$ cat src/rtl/time_disp_pkg.sv
// Shared constants and types for the scanned 6-digit time display.
// Glyphs are active-low {g,f,e,d,c,b,a}.
package time_disp_pkg;

    localparam logic [6:0] SEG_0     = 7'b1000000;
    localparam logic [6:0] SEG_1     = 7'b1111001;
    localparam logic [6:0] SEG_2     = 7'b0100100;
    localparam logic [6:0] SEG_3     = 7'b0110000;
    localparam logic [6:0] SEG_4     = 7'b0011001;
    localparam logic [6:0] SEG_5     = 7'b0010010;
    localparam logic [6:0] SEG_6     = 7'b0000010;
    localparam logic [6:0] SEG_7     = 7'b1111000;
    localparam logic [6:0] SEG_8     = 7'b0000000;
    localparam logic [6:0] SEG_9     = 7'b0010000;
    localparam logic [6:0] SEG_DASH  = 7'b0111111;
    localparam logic [6:0] SEG_BLANK = 7'h7F;

    localparam logic [9:0] MINS_MAX  = 10'd59;
    localparam logic [9:0] SECS_MAX  = 10'd59;
    localparam logic [9:0] HOURS_MAX = 10'd12;
    localparam logic [9:0] MSECS_MAX = 10'd999;

    typedef logic [2:0] digit_idx_t;
    localparam digit_idx_t DIGIT_LAST = 3'd5;

    typedef enum logic {VIEW_CLOCK = 1'b0, VIEW_SW = 1'b1} view_t;

    function automatic logic [6:0] digit_glyph(input logic [3:0] d);
        case (d)
            4'd0:    return SEG_0;
            4'd1:    return SEG_1;
            4'd2:    return SEG_2;
            4'd3:    return SEG_3;
            4'd4:    return SEG_4;
            4'd5:    return SEG_5;
            4'd6:    return SEG_6;
            4'd7:    return SEG_7;
            4'd8:    return SEG_8;
            4'd9:    return SEG_9;
            default: return SEG_DASH;
        endcase
    endfunction

    function automatic logic [6:0] field_glyph(input logic oor, input logic [3:0] d);
        return oor ? SEG_DASH : digit_glyph(d);
    endfunction

endpackage

$ cat src/rtl/time_display_mux_bin2bcd3.sv
// Combinational 10-bit binary to 3 BCD digits, flagging values above MAX_VAL.
module bin2bcd3
    import time_disp_pkg::*;
#(
    parameter logic [9:0] MAX_VAL = MSECS_MAX
) (
    input  logic [9:0] bin,
    output logic [3:0] hund,
    output logic [3:0] tens,
    output logic [3:0] units,
    output logic       oor
);

    assign hund  = 4'(bin / 10'd100);
    assign tens  = 4'((bin / 10'd10) % 10'd10);
    assign units = 4'(bin % 10'd10);
    assign oor   = bin > MAX_VAL;

endmodule

$ cat src/rtl/time_display_mux.sv
// Scanned 6-digit 7-segment driver: per-frame snapshot of the time bus, BCD conversion, digit mux, alarm blink.
// Optional LEAD_ZERO_BLANK_EN: blank the leading hours digit in clock view when Hours < 10.
module time_display_mux
    import time_disp_pkg::*;
#(
    parameter int SCAN_DIV     = 20,
    parameter int BLINK_FRAMES = 21
) (
    input  logic       Clock_5K,
    input  logic       Reset,
    input  logic       Control,
    input  logic [3:0] Hours,
    input  logic [5:0] Mins,
    input  logic [5:0] Secs,
    input  logic [9:0] MSecs,
    input  logic       AM_PM,
    input  logic       Alarm,
    input  logic       SW_State,
    output logic [6:0] Seg,
    output logic       DP,
    output logic [5:0] Digit_En,
    output logic       PM_LED,
    output logic       Alarm_LED,
    output logic       SW_LED
);

    localparam int SCAN_W  = (SCAN_DIV > 1) ? $clog2(SCAN_DIV) : 1;
    localparam int BLINK_W = (BLINK_FRAMES > 1) ? $clog2(BLINK_FRAMES) : 1;

`ifdef LEAD_ZERO_BLANK_EN
    localparam bit LEAD_BLANK = 1'b1;
`else
    localparam bit LEAD_BLANK = 1'b0;
`endif

    logic [SCAN_W-1:0]  scan_cnt;
    logic [BLINK_W-1:0] blink_cnt;
    logic               blink_phase;
    digit_idx_t         digit_idx;
    logic               first_cyc;

    view_t      snap_view;
    logic [3:0] snap_hours;
    logic [5:0] snap_mins;
    logic [5:0] snap_secs;
    logic [9:0] snap_msecs;

    logic       scan_tc, frame_wrap, blink_tc;
    logic [6:0] nxt_seg;
    logic       nxt_dp;

    logic [3:0] h_hund, h_tens, h_units, m_hund, m_tens, m_units;
    logic [3:0] s_hund, s_tens, s_units, ms_hund, ms_tens, ms_units;
    logic       h_oor, m_oor, s_oor, ms_oor, hours_oor;
    logic       unused_bits;

    bin2bcd3 #(.MAX_VAL(HOURS_MAX)) u_hours (.bin({6'd0, snap_hours}), .hund(h_hund),  .tens(h_tens),  .units(h_units),  .oor(h_oor));
    bin2bcd3 #(.MAX_VAL(MINS_MAX))  u_mins  (.bin({4'd0, snap_mins}),  .hund(m_hund),  .tens(m_tens),  .units(m_units),  .oor(m_oor));
    bin2bcd3 #(.MAX_VAL(SECS_MAX))  u_secs  (.bin({4'd0, snap_secs}),  .hund(s_hund),  .tens(s_tens),  .units(s_units),  .oor(s_oor));
    bin2bcd3 #(.MAX_VAL(MSECS_MAX)) u_msecs (.bin(snap_msecs),         .hund(ms_hund), .tens(ms_tens), .units(ms_units), .oor(ms_oor));

    assign unused_bits = ^{h_hund, m_hund, s_hund, ms_units};
    assign hours_oor   = h_oor | (snap_hours == 4'd0);

    assign scan_tc    = scan_cnt == SCAN_W'(SCAN_DIV - 1);
    assign frame_wrap = scan_tc && (digit_idx == DIGIT_LAST);
    assign blink_tc   = blink_cnt == BLINK_W'(BLINK_FRAMES - 1);

    always_comb begin
        nxt_seg = SEG_BLANK;
        nxt_dp  = 1'b1;
        if (snap_view == VIEW_CLOCK) begin
            case (digit_idx)
                3'd0: nxt_seg = (!hours_oor && LEAD_BLANK && h_tens == 4'd0) ? SEG_BLANK
                                                                            : field_glyph(hours_oor, h_tens);
                3'd1: begin nxt_seg = field_glyph(hours_oor, h_units); nxt_dp = 1'b0; end
                3'd2: nxt_seg = field_glyph(m_oor, m_tens);
                3'd3: begin nxt_seg = field_glyph(m_oor, m_units); nxt_dp = 1'b0; end
                3'd4: nxt_seg = field_glyph(s_oor, s_tens);
                3'd5: nxt_seg = field_glyph(s_oor, s_units);
                default: ;
            endcase
        end else begin
            case (digit_idx)
                3'd0: nxt_seg = field_glyph(m_oor, m_tens);
                3'd1: begin nxt_seg = field_glyph(m_oor, m_units); nxt_dp = 1'b0; end
                3'd2: nxt_seg = field_glyph(s_oor, s_tens);
                3'd3: begin nxt_seg = field_glyph(s_oor, s_units); nxt_dp = 1'b0; end
                3'd4: nxt_seg = field_glyph(ms_oor, ms_hund);
                3'd5: nxt_seg = field_glyph(ms_oor, ms_tens);
                default: ;
            endcase
        end
    end

    always_ff @(posedge Clock_5K) begin
        if (Reset) begin
            scan_cnt    <= '0;
            digit_idx   <= '0;
            first_cyc   <= 1'b1;
            blink_cnt   <= '0;
            blink_phase <= 1'b0;
            snap_view   <= VIEW_CLOCK;
            snap_hours  <= '0;
            snap_mins   <= '0;
            snap_secs   <= '0;
            snap_msecs  <= '0;
            PM_LED      <= 1'b0;
            Alarm_LED   <= 1'b0;
            SW_LED      <= 1'b0;
            Seg         <= SEG_BLANK;
            DP          <= 1'b1;
            Digit_En    <= 6'h3F;
        end else begin
            scan_cnt  <= scan_tc ? '0 : scan_cnt + 1'b1;
            first_cyc <= 1'b0;
            if (scan_tc)
                digit_idx <= (digit_idx == DIGIT_LAST) ? '0 : digit_idx + 3'd1;

            // The whole bus is frozen for a frame so a digit pair can never tear.
            if (first_cyc || frame_wrap) begin
                snap_view  <= view_t'(Control);
                snap_hours <= Hours;
                snap_mins  <= Mins;
                snap_secs  <= Secs;
                snap_msecs <= MSecs;
                PM_LED     <= AM_PM;
                Alarm_LED  <= Alarm;
                SW_LED     <= SW_State;
            end

            if (!Alarm_LED) begin
                blink_cnt   <= '0;
                blink_phase <= 1'b0;
            end else if (frame_wrap) begin
                if (blink_tc) begin
                    blink_cnt   <= '0;
                    blink_phase <= ~blink_phase;
                end else begin
                    blink_cnt <= blink_cnt + 1'b1;
                end
            end

            Seg      <= nxt_seg;
            DP       <= nxt_dp;
            Digit_En <= blink_phase ? 6'h3F : ~(6'b000001 << digit_idx);
        end
    end

endmodule
$ cat config.mk
export PLATFORM = sky130hd
export DESIGN_NAME = time_display_mux
export DESIGN_NICKNAME = d
export VERILOG_FILES = /design/src/rtl/time_disp_pkg.sv /design/src/rtl/time_display_mux_bin2bcd3.sv /design/src/rtl/time_display_mux.sv
export SDC_FILE = /design/constraint.sdc
export NUM_CORES = 1
export LEC_CHECK = 0
export ABC_CLOCK_PERIOD_IN_PS = 7000
export CELL_PAD_IN_SITES_DETAIL_PLACEMENT = 1
export CELL_PAD_IN_SITES_GLOBAL_PLACEMENT = 1
export CORE_MARGIN = 4
export CORE_UTILIZATION = 47
export CTS_CLUSTER_SIZE = 24
export DETAILED_ROUTE_END_ITERATION = 10
export PLACE_DENSITY_LB_ADDON = 0.1
export SKIP_LAST_GASP = 1
export SLEW_MARGIN = 25
export SYNTH_ARGS = -nofsm -noshare
export SYNTH_HDL_FRONTEND = slang
export SYNTH_HIERARCHICAL = 1
export SYNTH_SLANG_ARGS = --single-unit
$ cat constraint.sdc
create_clock -name Clock_5K -period 7 [get_ports Clock_5K]
set_input_delay 0.7 -clock Clock_5K [delete_from_list [all_inputs] [get_ports Clock_5K]]
set_output_delay 0.7 -clock Clock_5K [all_outputs]
set_load 0.005 [all_outputs]
==> impl_metrics.yaml, run 1 <==
timing:
  hold_viol_final: 0
  clock_skew_ps: 7.22
  layout_setup_ws_ps: 222
  relSlewSlack_pct: 32.8
  setup_violations: 0
  fin_crit_ps: 6780
  fin_crit_sh_pct: 96.8
  tightestPinTransition_ps: 983
  setup_tns_ps: 0
  slew_violations: 0
  timing.fmax_mhz: 148
clock_tree:
  htreeDepth: 3
  clk_pin_slew_ps: 60
  ctsLongestPathBuffers: 2
  clock_latency_ps: 340
  cts_root_buffer: "clkbuf_16"
  cts_tree: "built"
  cts_buffers: 9
  cts.sinks: 59
min_path:
  hp-start: "SW_LED$_SDFFE_PP0P_"
  hold_class: "flop to flop"
  hold_end: "SW_LED$_SDFFE_PP0P_"
  hold_path_depth: 2
critical_path:
  arrival_ps: 7000
  cp.required_ps: 7220
  rr_worst_depth: 26
  cp_max_fo: 18
  cp_num_buf_inv: 2
  timing.rr.start: "snap_msecs[9]$_SDFFE_PP0P_"
  path_class: "flop to flop"
  crit_path_max_incr_delay_ps: 530
  timing.rr.end: "Seg[5]$_SDFF_PP1_"
  end_kind: "flop"
  ff2ff_setup_slack_ps: 220
  cp_top_family: "compound AO/OA/AOI/OAI gates"
  startpoint_type: "flop"
  worst_path_max_delay_cell: "a211oi_1"
  worst-path-stages: 26
power:
  ir_worst_vdd_mv: 0.120
  p_leak_nw: 5.27
  power_mw: 2.81
  power_density_mw_per_mm2: 201
status:
  status: "finished, final reports clean"
routing:
  drtPass1Iterations: 6
  routed_wl_um: 43200
  ant_nets: 0
  drcViolationCount: 0
  drt_iter0_drc: 1243
  vias: 14167
  wire_per_inst_um: 19.3
  via_per_inst: 6.32
grt:
  grt_pass1_vias: 13960
  grt_util_all_layers_pct: 27.2
  grt_antenna_before_repair: 0
  grt_max_degree: 44
  overflow: 0
  grt_pass1_wl_um: 71200
synth:
  netlist_area_mm2: 0.0130
  syn_area_per_cell_um2: 6.98
  syn_inst: 1864
  synth_warnings: 6
cells_and_area:
  drive_gt1_share_pct: 10.8
  final_cells: 2243
  post-route-util_pct: 51.5
  n_antenna_cell: 0
  fin_nets: 1969
  synthToLayoutAreaGrowth_pct: 7.33
placed_design:
  io_buffers: 48
  place_congestion: 0.974
  hpwl_um: 32600
  placed_cells: 2221
  dpl_worst_slack_ps: 186
die:
  dieArea_mm2: 0.0304
  dieWidth_um: 174
  rows: 60
  fp.dieH_um: 174
  core_area_mm2: 0.0271
  floorplan.initialDensity_pct: 48.0
  ios: 49
flow_run:
  maxCapViolCount: 0
through the flow:
stage                     hold WS, ps  instance area, µm²
final                             453               14000
after global routing              484               14000
after CTS                         459               13800
after detailed placement          451               13500
after global placement            437               13500
after floorplan                   426               13200
power by group:
part           switching [mW]  leakage (nW)  internal (mW)
clock network           0.189         0.156          0.314
registers              0.0344         0.486          0.349
logic                    1.19          4.63          0.731
layer usage:
layer	GRT usage, %	wire [µm]
met5	0	0
met3	2.26	1580
met4	6.37	852
met1	36.2	19700
met2	47.5	21100
sequential cells by signal, indices dropped and copies added, names as in the netlist:
name         cells
Alarm_LED        1
DP               1
Digit_En         6
PM_LED           1
SW_LED           1
Seg              7
blink_cnt        5
blink_phase      1
digit_idx        3
first_cyc        1
scan_cnt         5
snap_hours       4
snap_mins        6
snap_msecs      10
snap_secs        6
snap_view        1
cells in the final DEF (no fill, tap or decap), types with 15 or more instances in the layout:
cell type / n
o22ai_1: 22
nand3_1: 60
a211o_1: 15
inv_1: 97
a31oi_1: 30
dfxtp_1: 52
o21ai_1: 19
o21ai_0: 99
nor2_1: 142
o211ai_1: 24
a32oi_1: 15
conb_1: 60
clkdlybuf4s50_1: 47
nor3_1: 37
nor2b_1: 36
xor2_1: 17
nand2_1: 213
nand4_1: 19
and2_1: 22
buf_4: 23
a21o_1: 19
and3_1: 15
xnor2_1: 32
a211oi_1: 29
a21oi_1: 141
ha_1: 70
inv_2: 15
or3_1: 21
a22oi_1: 20
mux2i_1: 19
nand2b_1: 41
tightest hold or removal path, stage by stage (launching register included):
cell and delay, ps:
dfxtp_1 310, nand2_1 50, a21oi_1 50
worst max-delay path by stage:
stage	startpoint	endpoint
after floorplan	snap_msecs[6]$_SDFFE_PP0P_	Seg[3]$_SDFF_PP1_
after global placement	snap_msecs[8]$_SDFFE_PP0P_	Seg[5]$_SDFF_PP1_
after detailed placement	snap_msecs[8]$_SDFFE_PP0P_	Seg[3]$_SDFF_PP1_
after CTS	snap_msecs[5]$_SDFFE_PP0P_	Seg[3]$_SDFF_PP1_
after global routing	snap_msecs[9]$_SDFFE_PP0P_	Seg[5]$_SDFF_PP1_
final	snap_msecs[9]$_SDFFE_PP0P_	Seg[5]$_SDFF_PP1_
what timing repair did:
action                     4_1_cts  5_1_grt
setup buffers                    0        6
gates resized for setup          0       19
hold buffers                     0        0
setup endpoints to repair        0        7
final cells by class:
class / instances / area, µm²
clock inverter: 7 / 98.8
clock buffer: 9 / 225
timing repair buffer: 72 / 659
sequential: 59 / 1190
multi-input combinational: 1609 / 10900
inverter: 115 / 434
fill: 3551 / 13100
tap: 372 / 465
No activity file was read; power rests on OpenSTA's default activity.
==> run 2, diff against run 1 <==
Settings changed: PLACE_DENSITY set to 0.87, PLACE_DENSITY_LB_ADDON 0.1 to unset.
==> impl_metrics.yaml, run 2 (synthesized netlist as in run 1, its figures left out) <==
status:
  status: "finished, final reports clean"
cells_and_area:
  largestRegisters: "snap_msecs (10), Seg (7)"
  fillCellCount: 3547
  post-route-util_pct: 52.0
  top_register: "snap_msecs"
  regArea_mm2: 0.00120
  synthToLayoutAreaGrowth_pct: 8.45
  drive_gt1_share_pct: 11.5
  fin_nets: 1972
  final_cell_mix: "nand2_1, nor2_1, a21oi_1, inv_1, o21ai_0"
  fin_area_mm2: 0.0141
  n_antenna_cell: 0
  layout_commonest_cell: "nand2_1"
  multi_input_area_mm2: 0.0110
  largest_reg_flops: 10
  final_cells: 2246
timing:
  hold_viol_final: 0
  whs_ps: 452
  fin_crit_ps: 6810
  layout_setup_ws_ps: 187
  clock_skew_ps: 6.85
  relSlewSlack_pct: 32.7
  slew_violations: 0
  fin_crit_sh_pct: 97.3
  timing.fmax_mhz: 147
  setup_violations: 0
  tightestPinTransition_ps: 1010
  setup_tns_ps: 0
die:
  ios: 49
  fp.dieH_um: 174
  floorplan.initialDensity_pct: 48.0
  dieWidth_um: 174
  rows: 60
  core_area_mm2: 0.0271
  dieArea_mm2: 0.0304
routing:
  drtPass1Iterations: 5
  wire_per_inst_um: 20.6
  routed_wl_um: 46300
  ant_nets: 0
  via_per_inst: 6.55
  drt_iter0_drc: 1223
  vias: 14718
  drcViolationCount: 0
critical_path:
  path_common_cell: "buf_4"
  cp-startpoint: "snap_msecs[9]$_SDFFE_PP0P_"
  crit_path_max_incr_delay_ps: 460
  path_class: "flop to flop"
  timing.rr.start: "snap_msecs[9]$_SDFFE_PP0P_"
  cp_max_fo: 14
  end_kind: "flop"
  startpoint_type: "flop"
  arrival_ps: 7040
  worst_path_max_delay_cell: "a2111oi_4"
  cp.required_ps: 7230
placed_design:
  io_buffers: 48
  placed_cells: 2222
  placed_area_mm2: 0.0135
  hpwl_um: 33300
  place_congestion: 0.988
  dpl_worst_slack_ps: -153
grt:
  grt_util_all_layers_pct: 28.2
  overflow: 0
  grt_max_degree: 44
  grt_pass1_wl_um: 73600
  grt_pass1_vias: 14416
  grt_antenna_before_repair: 0
clock_tree:
  clock_latency_ps: 350
  holdBufCountCts: 0
  cts.sinks: 59
  ctsLongestPathBuffers: 2
  clk_pin_slew_ps: 60
  cts_buffers: 9
  htreeDepth: 3
  cts_root_buffer: "clkbuf_16"
  cts_tree: "built"
power:
  ir_worst_vdd_mv: 0.110
  power_mw: 2.91
  p_leak_nw: 5.30
  power_density_mw_per_mm2: 206
min_path:
  hold_class: "flop to flop"
  hp-start: "PM_LED$_SDFFE_PP0P_"
flow_run:
  maxCapViolCount: 0
## run 2: changes by cell type in the layout (fill, tap and decap cells not counted), moves of 3 or more
cell     previous run  this run
o21ai_0            99        96
dfxtp_4             2         5
buf_4              23        27
dfxtp_2             5         0
## run 2: timing repair
item                                    CTS  global route
pin swaps                                 0             6
gates resized for setup                   8            34
endpoints found under the setup margin    7             7
setup buffers                             0             8
## run 2: worst paths after layout
check                                      endpoint  slack (ps)  depth (start not counted)
worst max register to register    Seg[5]$_SDFF_PP1_         190                         27
worst max-delay path              Seg[5]$_SDFF_PP1_         190                         27
worst min-delay path            PM_LED$_SDFFE_PP0P_         450                          2
worst min register to register  PM_LED$_SDFFE_PP0P_         450                          2
## run 2: layout make-up
class | instances | share of cell area (%)
multi-input combinational | 1609 | 77.8
sequential | 59 | 8.51
timing repair buffer | 75 | 4.81
tap | 372 | 3.30
inverter | 115 | 3.08
clock buffer | 9 | 1.60
clock inverter | 7 | 0.878
## run 2: worst max-delay path, delay by kind of cell (launching register included)
kind | cells | cell delay [ps]
flops | 1 | 400
fa+ha+maj | 2 | 460
xor+xnor | 1 | 160
buf+inv | 2 | 350
simple gates | 4 | 860
compound gates | 18 | 4480
## run 2: report_power, final
group          internal, mW  switching (mW)  total (mW)
sequential            0.348          0.0319       0.380
clock                 0.350           0.185       0.535
combinational         0.756            1.24        2.00
total                  1.45            1.46        2.91
## run 2: layer usage
layer,wire length (µm),GRT usage [%]
met5,0,0
met4,1310,8.97
met3,2320,2.63
met2,22800,49.8
met1,19800,36.2
